==> config.mk <==
export PLATFORM = sky130hd
export DESIGN_NAME = xrmem_arb_rr
export DESIGN_NICKNAME = d
export VERILOG_FILES = /design/src/rtl/xrmem_arb_rr.sv
export SDC_FILE = /design/constraint.sdc
export NUM_CORES = 1
export LEC_CHECK = 0
export ABC_AREA = 1
export BUFFER_PORTS_ARGS = -buffer_cell sky130_fd_sc_hd__buf_2
export CAP_MARGIN = 25
export CORE_AREA = 2 2 118 120
export DETAILED_ROUTE_END_ITERATION = 8
export DIE_AREA = 0 0 120 122
export MAX_ROUTING_LAYER = met4
export PLACE_DENSITY = 0.67
export SLEW_MARGIN = 40
export SYNTH_ARGS = -nofsm -noshare
export SYNTH_HDL_FRONTEND = slang
export SYNTH_SLANG_ARGS = --single-unit
==> constraint.sdc <==
create_clock -name clk -period 3.9 [get_ports clk]
set_clock_uncertainty 0.15 [all_clocks]
set_input_delay 0.585 -clock clk [delete_from_list [all_inputs] [get_ports clk]]
set_output_delay 0.585 -clock clk [all_outputs]
set_load 0.01 [all_outputs]
==> src/rtl/xrmem_arb_rr.sv <==
// XR bus arbiter: N requesters, fixed or round-robin priority, with a two-stage
// grant -> bank strobe -> ack pipeline and per-bank video read blocking.
module xrmem_arb_rr #(
  parameter int unsigned           NUM_REQ = 3,
  parameter int unsigned           BANK_W  = 3,
  parameter bit                    RR_EN   = 1'b1,
  parameter logic [(2**BANK_W)-1:0] WR_MASK = 8'hFF
) (
  input  logic                      clk,
  input  logic                      reset_i,
  input  logic [NUM_REQ-1:0]        req_sel_i,
  input  logic [NUM_REQ-1:0]        req_wr_i,
  input  logic [NUM_REQ*16-1:0]     req_addr_i,
  input  logic [NUM_REQ*16-1:0]     req_data_i,
  output logic [NUM_REQ-1:0]        req_ack_o,
  output logic [15:0]               req_data_o,
  output logic                      err_o,
  input  logic [(2**BANK_W)-1:0]    vid_busy_i,
  output logic [(2**BANK_W)-1:0]    mem_rd_o,
  output logic [(2**BANK_W)-1:0]    mem_wr_o,
  output logic [15:0]               mem_addr_o,
  output logic [15:0]               mem_data_o,
  input  logic [(2**BANK_W)*16-1:0] mem_rdata_i
);

  localparam int unsigned NUM_BANK = 2**BANK_W;
  localparam int unsigned ID_W     = (NUM_REQ > 1) ? $clog2(NUM_REQ) : 1;

  logic [NUM_REQ-1:0] inflight_q, inflight_d;
  logic [ID_W-1:0]    ptr_q, ptr_d;
  logic               s1_vld_q, s1_vld_d;
  logic               s1_wr_q, s1_wr_d;
  logic [ID_W-1:0]    s1_id_q, s1_id_d;
  logic [BANK_W-1:0]  s1_bank_q, s1_bank_d;
  logic [15:0]        s1_addr_q, s1_addr_d;
  logic [15:0]        s1_data_q, s1_data_d;
  logic               s2_vld_q, s2_vld_d;
  logic               s2_rd_q, s2_rd_d;
  logic               s2_err_q, s2_err_d;
  logic [ID_W-1:0]    s2_id_q, s2_id_d;
  logic [BANK_W-1:0]  s2_bank_q, s2_bank_d;
  logic [15:0]        rdata_q, rdata_d;

  logic [NUM_REQ-1:0] ack_vec;
  logic [NUM_REQ-1:0] elig;
  logic               gnt_vld;
  logic [ID_W-1:0]    gnt_id;
  logic               gnt_wr;
  logic [15:0]        gnt_addr;
  logic [15:0]        gnt_data;
  int unsigned        cand;
  logic [ID_W-1:0]    cand_id;
  logic [15:0]        bank_rdata;

  always_comb begin
    ack_vec = '0;
    if (s2_vld_q) ack_vec[s2_id_q] = 1'b1;
  end

  // A requester being acked is still in flight this cycle; the ack term keeps
  // the rule explicit should the inflight clear ever move earlier.
  always_comb begin
    elig = '0;
    for (int unsigned r = 0; r < NUM_REQ; r++) begin
      elig[r] = req_sel_i[r] && !inflight_q[r] && !ack_vec[r] &&
                (req_wr_i[r] || !vid_busy_i[req_addr_i[r*16+15 -: BANK_W]]);
    end
  end

  always_comb begin
    gnt_vld = 1'b0;
    gnt_id  = '0;
    cand    = 0;
    cand_id = '0;
    for (int unsigned i = 0; i < NUM_REQ; i++) begin
      cand    = RR_EN ? (32'(ptr_q) + 1 + i) % NUM_REQ : i;
      cand_id = cand[ID_W-1:0];
      if (!gnt_vld && elig[cand_id]) begin
        gnt_vld = 1'b1;
        gnt_id  = cand_id;
      end
    end
  end

  always_comb begin
    gnt_wr   = 1'b0;
    gnt_addr = '0;
    gnt_data = '0;
    for (int unsigned r = 0; r < NUM_REQ; r++) begin
      if (ID_W'(r) == gnt_id) begin
        gnt_wr   = req_wr_i[r];
        gnt_addr = req_addr_i[r*16 +: 16];
        gnt_data = req_data_i[r*16 +: 16];
      end
    end
  end

  always_comb begin
    bank_rdata = '0;
    for (int unsigned b = 0; b < NUM_BANK; b++) begin
      if (BANK_W'(b) == s2_bank_q) bank_rdata = mem_rdata_i[b*16 +: 16];
    end
  end

  always_comb begin
    inflight_d = inflight_q;
    if (s2_vld_q) inflight_d[s2_id_q] = 1'b0;
    if (gnt_vld)  inflight_d[gnt_id]  = 1'b1;
    ptr_d     = gnt_vld ? gnt_id : ptr_q;
    s1_vld_d  = gnt_vld;
    s1_id_d   = gnt_vld ? gnt_id : s1_id_q;
    s1_wr_d   = gnt_vld ? gnt_wr : s1_wr_q;
    s1_addr_d = gnt_vld ? gnt_addr : s1_addr_q;
    s1_data_d = gnt_vld ? gnt_data : s1_data_q;
    s1_bank_d = gnt_vld ? gnt_addr[15 -: BANK_W] : s1_bank_q;
    s2_vld_d  = s1_vld_q;
    s2_rd_d   = s1_vld_q && !s1_wr_q;
    s2_err_d  = s1_vld_q && s1_wr_q && !WR_MASK[s1_bank_q];
    s2_id_d   = s1_id_q;
    s2_bank_d = s1_bank_q;
    rdata_d   = s2_rd_q ? bank_rdata : rdata_q;
  end

  // Outputs are forced low while reset is asserted so a grant issued just
  // before reset never reaches a bank or a requester.
  always_comb begin
    req_ack_o  = '0;
    req_data_o = '0;
    err_o      = 1'b0;
    mem_rd_o   = '0;
    mem_wr_o   = '0;
    mem_addr_o = '0;
    mem_data_o = '0;
    if (!reset_i) begin
      req_ack_o  = ack_vec;
      req_data_o = rdata_d;
      err_o      = s2_err_q;
      mem_addr_o = s1_addr_q;
      mem_data_o = s1_data_q;
      if (s1_vld_q && !s1_wr_q)                     mem_rd_o[s1_bank_q] = 1'b1;
      if (s1_vld_q && s1_wr_q && WR_MASK[s1_bank_q]) mem_wr_o[s1_bank_q] = 1'b1;
    end
  end

  always_ff @(posedge clk) begin
    if (reset_i) begin
      inflight_q <= '0;
      ptr_q      <= ID_W'(NUM_REQ - 1);
      s1_vld_q   <= 1'b0;
      s1_wr_q    <= 1'b0;
      s1_id_q    <= '0;
      s1_bank_q  <= '0;
      s1_addr_q  <= '0;
      s1_data_q  <= '0;
      s2_vld_q   <= 1'b0;
      s2_rd_q    <= 1'b0;
      s2_err_q   <= 1'b0;
      s2_id_q    <= '0;
      s2_bank_q  <= '0;
      rdata_q    <= '0;
    end else begin
      inflight_q <= inflight_d;
      ptr_q      <= ptr_d;
      s1_vld_q   <= s1_vld_d;
      s1_wr_q    <= s1_wr_d;
      s1_id_q    <= s1_id_d;
      s1_bank_q  <= s1_bank_d;
      s1_addr_q  <= s1_addr_d;
      s1_data_q  <= s1_data_d;
      s2_vld_q   <= s2_vld_d;
      s2_rd_q    <= s2_rd_d;
      s2_err_q   <= s2_err_d;
      s2_id_q    <= s2_id_d;
      s2_bank_q  <= s2_bank_d;
      rdata_q    <= rdata_d;
    end
  end

endmodule

==> results of run 1 <==
Yosys cell counts:
master and instances:
a31oi_1 12, o22ai_1 1, buf_1 1, o21ai_0 16, nand2_2 5, nand2_1 233
nor3_1 7, a221oi_1 16, nand3b_1 4, nand4_1 2, buf_2 8, or2_2 2
o31ai_1 1, nor4_1 1, nor3b_1 1, inv_2 6, ha_1 2, o21ai_1 6
conb_1 1, buf_4 9, nand3_2 1, clkbuf_1 23, nand3_1 123, dfxtp_1 63
o211ai_1 5, a21oi_1 40, inv_1 81, nor2_4 2, nor2_1 132, clkinv_1 1
nor2_2 2
cell families (layout without fill, tap and decap cells):
kind of cell,Yosys count,count (layout)
buf+inv,129,422
fa+ha+maj,2,2
other cells,1,2
compound gates,97,97
simple gates,515,515
flops,63,63
power breakdown:
part           switching (mW)  internal [mW]  leakage, nW
Sequential             0.0890          0.867        0.520
Combinational            1.78          0.915         3.05
Clock                   0.311          0.449        0.131
Total                    2.18           2.23         3.70
cell type report:
cell class / count / area (um2)
fillers: 1501 / 6960
multi-input cells: 615 / 2810
repair buffers: 318 / 1630
flip-flops and latches: 63 / 1260
inverters: 88 / 330
clock buffers: 10 / 239
well taps: 180 / 225
clock inverters: 6 / 45.0
diodes: 1 / 2.50
routing by layer:
metal	share of wire (%)	GRT usage (%)
met5	0	-
met1	39	28.2
met2	49	44.2
met4	3.5	10.5
met3	8.0	7.40
worst paths after layout:
path | start | to | slack (ns)
max | s2_bank_q[2] | req_data_o[7] | 0.24
min | s1_id_q[1] | s2_id_q[1] | 0.27
max reg2reg | s2_bank_q[2] | rdata_q[7] | 1.19
min reg2reg | s1_id_q[1] | s2_id_q[1] | 0.27
registers in the layout, summed over array words and instances, names as in the netlist:
signal and cells:
s1_data_q 16, inflight_q 3, s2_bank_q 3, rdata_q 16, s1_vld_q 1, s2_rd_q 1
ptr_q 2, s1_bank_q 3, s1_id_q 1, s2_vld_q 1, s1_addr_q 13, s1_wr_q 1
s2_id_q 2
worst max-delay path, delay by kind of cell (launching register included):
| kind | cells | cell delay [ns] |
|---|---|---|
| AND/OR/NAND/NOR | 3 | 0.38 |
| AO/OA/AOI/OAI | 4 | 0.75 |
| buffers and inverters | 4 | 1.17 |
| flip-flops | 1 | 0.29 |
==> flow_summary.toml, run 1 <==
[synth]
synth_cells = 807
seq_area_frac_synth_pct = 27.7
ys_types = 31
yosys.area.top_type = "dfxtp_1"
syn_area_mm2 = 0.00456
syn_nets = 1049
synth_seq_cells = 63
muxShareOfSynthArea_pct = 0
yosysTopAreaCellShare_pct = 27.7
netlist_top_cells_area = "dfxtp_1 (28%), nand2_1 (19%), nand3_1 (13%), nor2_1 (11%), inv_1 (6.7%)"
synth_xor_area_share_pct = 0
syn_avg_cell_area_um2 = 5.65
synth_top_family_by_area = "simple AND/OR/NAND/NOR gates"
yosysWarnings = 0
synth_compound_area_share_pct = 12.6
yosys.area_share.simple_pct = 47.5
synth_fa_ha_area_share_pct = 0.549

[cells_and_area]
area_delta_synth_final_pct = 43.5
drive_gt1_share_pct = 32.4
layout.cells.non_filler = 1281
final_common_cell = "buf_2"
fin_area_mm2 = 0.00654
layout.nets = 1337
post-route-util_pct = 48.5
final_cell_mix = "buf_2 (306), nand2_1 (233), nor2_1 (131)"

[floorplan]
dieArea_mm2 = 0.0146
row_count = 43
die_h_um = 122
die_w_um = 120
io_pins = 308
initial_utilization_pct = 33.8
fp.coreArea_mm2 = 0.0135

[worst_setup_path]
critPathKind = "reg2out"
cp_max_fo = 32
cp_slowest_stage_delay_ns = 0.53
crit_chain = "buf_4 > inv_1 > nand3_1 > buf_4 > nor2_1 > a31oi_1 > a21oi_1 > nand2_1 > a221oi_1 > a21oi_1 > buf_2"
critPathCaptureType = "output pin"
slowest_stage = "inv_1"
startpoint_type = "register"
r2r_cells = 10
worst-endpoint-arrival_ns = 2.93
critical_path_required_ns = 3.16

[grt]
grt_use_total_pct = 25.8
grt_max_degree = 43
gr-total-overflow = 0
grt_pass1_vias = 5810
grt_pass1_wl_um = 28900
grt_antenna_before_repair = 1

[route]
drt.antenna.violating_nets = 0
drt_drc_violations_left = 0
drtIter0Drc = 422
dr.pass1.iters = 5
vias_per_cell = 4.87
avgRoutedWirePerCell_um = 14.8
vias = 6244
routed_wl_um = 18900

[status]
status = "completed"

[pwr]
p_leak_nw = 3.70
vdd_drop_max_uv = 506
total_power_mw = 4.41
power.density_mw_per_mm2 = 674

[placement]
portBuffers = 306
dp.cells = 1264
detailed_place.area_mm2 = 0.00625
preCtsSetupSlack_ns = 0.651
gp_congestion = 0.917
place_hpwl_um = 14600

[timing]
rsz0062_at_grt = "false"
period_minus_slack_ns = 3.66
worst_pin_slew_ns = 0.751
whs_ns = 0.269
timing.fmax_mhz = 273
slew_headroom_pct = 49.6
setup_viol = 0
tns_ns = 0
finalMaxSlewViolations = 0
final-hold-violation-count = 0
fin_crit_sh_pct = 93.9
layout_setup_ws_ns = 0.238

[clock_tree]
insertion_delay_ns = 0.33
ctsRootBufferMaster = "clkbuf_16"
clock_sinks = 63
numCtsBuffers = 9
post_cts_resized = 0
cts_hold_buf = 0
post_cts_buffers = 0
tritoncts = "yes"
h-tree-depth = 3
worst_setup_hold_path_clk_slew_ns = 0.05
clockBufferDepth = 2

[hold_path]
hp-class = "reg2reg"
hold_path_depth = 2

[job]
max_cap_viol_count = 0
(Power assumes the default switching activity.)
==> inputs of run 2 (changes only) <==
--- a/config.mk
+++ b/config.mk
@@ -8,11 +8,11 @@
 export ABC_AREA = 1
 export BUFFER_PORTS_ARGS = -buffer_cell sky130_fd_sc_hd__buf_2
 export CAP_MARGIN = 25
-export CORE_AREA = 2 2 118 120
+export CORE_MARGIN = 3
+export CORE_UTILIZATION = 30
 export DETAILED_ROUTE_END_ITERATION = 8
-export DIE_AREA = 0 0 120 122
 export MAX_ROUTING_LAYER = met4
-export PLACE_DENSITY = 0.67
+export PLACE_DENSITY = 0.6
 export SLEW_MARGIN = 40
 export SYNTH_ARGS = -nofsm -noshare
 export SYNTH_HDL_FRONTEND = slang
==> run 2 against run 1 <==
  * Sequential share of layout area is 0.062 points lower
  * Flip-flop and latch count stayed put
  * Power is 0.23% higher
  * Design area is 0.33% higher
  * Global-route usage is 3.8 points lower
  * Worst setup slack better by 0.049 ns
  * Die area is 14% higher
  * Via count is 1.1% lower
==> flow_summary.toml, run 2 (synthesis results as in run 1) <==
[status]
status = "completed"

[route]
met2_length_um = 9550
drt.antenna.violating_nets = 0
drtIter0Drc = 317
wl_met3_um = 1270
highest_layer = "met4"
avgRoutedWirePerCell_um = 14.6
routed_wl_um = 18900
drt_drc_violations_left = 0
vias_per_cell = 4.79
wl_met1_um = 7510
dr.pass1.iters = 5
vias = 6173

[clock_tree]
tritoncts = "yes"
worst_setup_hold_path_clk_slew_ns = 0.05
ctsRootBufferMaster = "clkbuf_16"
h-tree-depth = 3
cts_hold_buf = 0
post_cts_resized = 0
clockBufferDepth = 2
insertion_delay_ns = 0.33
post_cts_buffers = 0
clock_sinks = 63
numCtsBuffers = 9

[worst_setup_path]
path_depth = 11
reg2reg_from = "s2_bank_q[2]"
cp_max_fo = 32
r2r_cells = 10
cp_slowest_stage_delay_ns = 0.59
crit_chain = "buf_4 > inv_1 > nand3_1 > buf_4 > nor2_1 > a31oi_1 > a21oi_1 > nand2_1 > a221oi_1 > a21oi_1 > buf_2"
r2r-end = "rdata_q[12]"
critPathKind = "reg2out"
critical-path-top-delay-family = "buffers and inverters"
worst-endpoint-arrival_ns = 2.88
slowest_stage = "inv_1"
critical_path_required_ns = 3.16
worst-path-buf-inv = 4
critPathCaptureType = "output pin"
r2r_slack_ns = 1.23
startpoint_type = "register"

[timing]
period_minus_slack_ns = 3.61
final-hold-violation-count = 0
setup_viol = 0
tns_ns = 0
fin_crit_sh_pct = 92.7
rsz0062_at_grt = "false"
slew_headroom_pct = 44.9
finalMaxSlewViolations = 0
worst_pin_slew_ns = 0.821
timing.fmax_mhz = 277

[placement]
place_hpwl_um = 14900
gp_congestion = 0.933
detailed_place.area_mm2 = 0.00624
portBuffers = 306

[pwr]
power.density_mw_per_mm2 = 674
vdd_drop_max_uv = 442
p_leak_nw = 3.72

[cells_and_area]
final_cell_mix = "buf_2 (306), nand2_1 (233), nor2_1 (131)"
drive_gt1_share_pct = 32.3
fin_area_mm2 = 0.00657
layout.nets = 1336
top_regs = "rdata_q x16, s1_data_q x16, s1_addr_q x13"
area_delta_synth_final_pct = 44.0
final_common_cell = "buf_2"

[floorplan]
dieArea_mm2 = 0.0167
fp.coreArea_mm2 = 0.0147
die_h_um = 129
io_pins = 308
initial_utilization_pct = 31.0
row_count = 44
die_w_um = 129

[hold_path]
hp-class = "reg2reg"
min_to = "s2_id_q[1]"
hold_path_depth = 2
min_from = "s1_id_q[1]"

[grt]
grt_antenna_before_repair = 4
gr-total-overflow = 0
grt_max_degree = 58
grt_pass1_wl_um = 28100
grt_pass1_vias = 5699
grt_use_total_pct = 22.0

[job]
max_cap_viol_count = 0
==> run 2: worst max-delay path by stage <==
stage / startpoint / endpoint / slack (ns)
finish: s2_bank_q[2] / req_data_o[12] / 0.29
global route: s2_bank_q[2] / req_data_o[12] / 0.05
CTS: s2_bank_q[2] / req_data_o[14] / 0.30
detailed placement: s2_bank_q[2] / req_data_o[8] / 0.67
global placement: s2_bank_q[2] / req_data_o[2] / 0.81
floorplan: s2_bank_q[2] / req_data_o[10] / 1.35
==> run 2: metrics by stage <==
stage,setup slack [ns],power (mW),cells,utilization (%),hold slack (ns)
CTS,0.299,4.49,1283,44.5,0.264
global placement,0.813,3.60,1267,42.3,0.257
detailed placement,0.674,3.63,1267,42.4,0.259
floorplan,1.35,2.91,807,-,0.250
finish,0.286,4.42,1288,44.7,0.264
global route,0.0495,4.89,1288,44.7,0.286
==> run 2: report_power, final <==
| group | switching [mW] | total, mW | internal, mW | leakage (nW) |
|---|---|---|---|---|
| clock | 0.286 | 0.830 | 0.544 | 0.156 |
| sequential | 0.0853 | 0.952 | 0.867 | 0.520 |
| combinational | 1.75 | 2.64 | 0.892 | 3.04 |
| total | 2.12 | 4.42 | 2.30 | 3.72 |
==> run 2: cell type report <==
| class | instances | area (um2) |
|---|---|---|
| timing repair buffer | 317 | 1610 |
| clock inverter | 3 | 40.0 |
| inverter | 88 | 330 |
| tap | 184 | 230 |
| multi-input combinational | 615 | 2810 |
| antenna | 5 | 12.5 |
| clock buffer | 13 | 270 |
| sequential | 63 | 1260 |
| fill | 1652 | 8130 |
==> run 2: routing by layer <==
layer	track usage, %	vias up
met1	24.8	2752
met2	37.3	196
met4	9.14	0
li1	-	3184
met3	5.36	41
met5	-	-
==> run 2: tightest hold or removal path, delay by kind of cell (launching register included) <==
kind | cells | cell delay [ns]
buf+inv | 1 | 0.04
flops | 1 | 0.29
simple gates | 1 | 0.04
==> inputs of run 3 (changes only) <==
--- a/config.mk
+++ b/config.mk
@@ -10,9 +10,11 @@
 export CAP_MARGIN = 25
 export CORE_MARGIN = 3
 export CORE_UTILIZATION = 30
+export CTS_BUF_LIST = sky130_fd_sc_hd__clkbuf_16
 export DETAILED_ROUTE_END_ITERATION = 8
 export MAX_ROUTING_LAYER = met4
 export PLACE_DENSITY = 0.6
+export REMOVE_ABC_BUFFERS = 1
 export SLEW_MARGIN = 40
 export SYNTH_ARGS = -nofsm -noshare
 export SYNTH_HDL_FRONTEND = slang
==> run 3 against run 2 <==
  * Power up 0.54%
  * Worst setup slack gained 0.35 ns
  * Register-to-register slack improved by 0.10 ns
  * Die area did not move
  * Sequential share of layout area about the same
  * Core utilization down 0.051 points
  * Routed wire length increased by 9.9%
==> flow_summary.toml, run 3 (synthesis results as in run 1) <==
[worst_setup_path]
critPathCaptureType = "output pin"
cp_slowest_stage_delay_ns = 0.35
r2r_cells = 11
cp_max_fo = 32
critPathKind = "reg2out"
critical_path_required_ns = 3.16
worst-path-buf-inv = 5
slowest_stage = "a221oi_1"
critical-path-top-delay-family = "buffers and inverters"
crit_chain = "buf_4 > inv_1 > buf_4 > nand3_1 > buf_4 > a31oi_1 > a21oi_1 > nand2_1 > a221oi_1 > a21oi_1 > buf_2"
worst-endpoint-arrival_ns = 2.52
startpoint_type = "register"
crit_top_cell = "buf_4"
path_depth = 11

[timing]
setup_viol = 0
slew_headroom_pct = 60.6
period_minus_slack_ns = 3.26
worst_pin_slew_ns = 0.589
layout_setup_ws_ns = 0.641
fin_crit_sh_pct = 83.6
tns_ns = 0
final-hold-violation-count = 0
rsz0062_at_grt = "false"
timing.fmax_mhz = 307
finalMaxSlewViolations = 0

[grt]
met1_usage_pct = 25.5
use_met3_pct = 6.06
busiest_layer = "met2"
grt_pass1_wl_um = 30200
grt_antenna_before_repair = 3
gr-total-overflow = 0
grt_max_degree = 52
grt_pass1_vias = 5692
grt_use_total_pct = 24.1
met2_usage_pct = 42.4

[floorplan]
die_w_um = 129
initial_utilization_pct = 31.0
fp.coreArea_mm2 = 0.0147
die_h_um = 129
io_pins = 308
row_count = 44
dieArea_mm2 = 0.0167

[clock_tree]
clock_sinks = 63
cts_hold_buf = 0
post_cts_buffers = 0
post_cts_resized = 0
insertion_delay_ns = 0.32
worst_setup_hold_path_clk_slew_ns = 0.06
tritoncts = "yes"
numCtsBuffers = 9
ctsRootBufferMaster = "clkbuf_16"
clockBufferDepth = 2
h-tree-depth = 3

[route]
vias = 6195
drtIter0Drc = 341
drt.antenna.violating_nets = 0
dr.pass1.iters = 5
avgRoutedWirePerCell_um = 16.1
vias_per_cell = 4.80
routed_wl_um = 20700
drt_drc_violations_left = 0

[placement]
dp.cells = 1272
gp_congestion = 0.937
preCtsSetupSlack_ns = 0.923
place_hpwl_um = 16500
portBuffers = 306

[cells_and_area]
layout.nets = 1341
top_regs = "rdata_q x16, s1_data_q x16, s1_addr_q x13"
drive_gt1_share_pct = 32.3
fillerInstances = 1675
area_delta_synth_final_pct = 43.8
final_common_cell = "buf_2"
layout.cells.non_filler = 1290
post-route-util_pct = 44.6
final_cell_mix = "buf_2 (306), nand2_1 (233), nor2_1 (131)"

[job]
max_cap_viol_count = 0

[hold_path]
hp-class = "reg2reg"
hold_path_depth = 2

[pwr]
p_leak_nw = 3.73
power.density_mw_per_mm2 = 678
vdd_drop_max_uv = 423

[status]
status = "completed"
[run 3: through the flow]
stage	area, um2	hold WS (ns)	power [mW]
floorplan	4360	0.250	2.74
global placement	6270	0.256	3.70
detailed placement	6270	0.262	3.72
CTS	6550	0.270	4.50
global route	6560	0.304	4.87
finish	6560	0.268	4.45
[run 3: area by class of cell]
class	count	area, um2	area share [%]
antenna	3	7.51	0.114
clock buffer	9	225	3.43
clock inverter	6	55.1	0.840
inverter	88	330	5.04
multi-input combinational	615	2780	42.5
sequential	63	1260	19.2
tap	184	230	3.51
timing repair buffer	322	1660	25.4
[run 3: worst reg2reg max path: cells and delay by family, from the launching register on]
kind          cells  cell delay [ns]
buf+inv           3             0.40
flops             1             0.33
fa+ha+maj         1             0.40
simple gates      7             1.18
[run 3: routing by layer]
layer	vias up	wire (um)
met5	-	0
met4	0	660
met3	36	1670
met2	264	10600
met1	2711	7810
li1	3184	-
[run 3: worst paths after layout]
kind / from / slack (ns) / endpoint
worst min register to register: s1_id_q[1] / 0.27 / s2_id_q[1]
worst min-delay path: s1_id_q[1] / 0.27 / s2_id_q[1]
worst max-delay path: s2_bank_q[2] / 0.64 / req_data_o[10]
worst max register to register: ptr_q[0] / 1.33 / s1_wr_q
[run 3: power breakdown]
part	switching, mW	total [mW]	internal (mW)
Combinational	1.82	2.74	0.920
Clock	0.283	0.766	0.484
Sequential	0.0709	0.938	0.867
Total	2.18	4.45	2.27
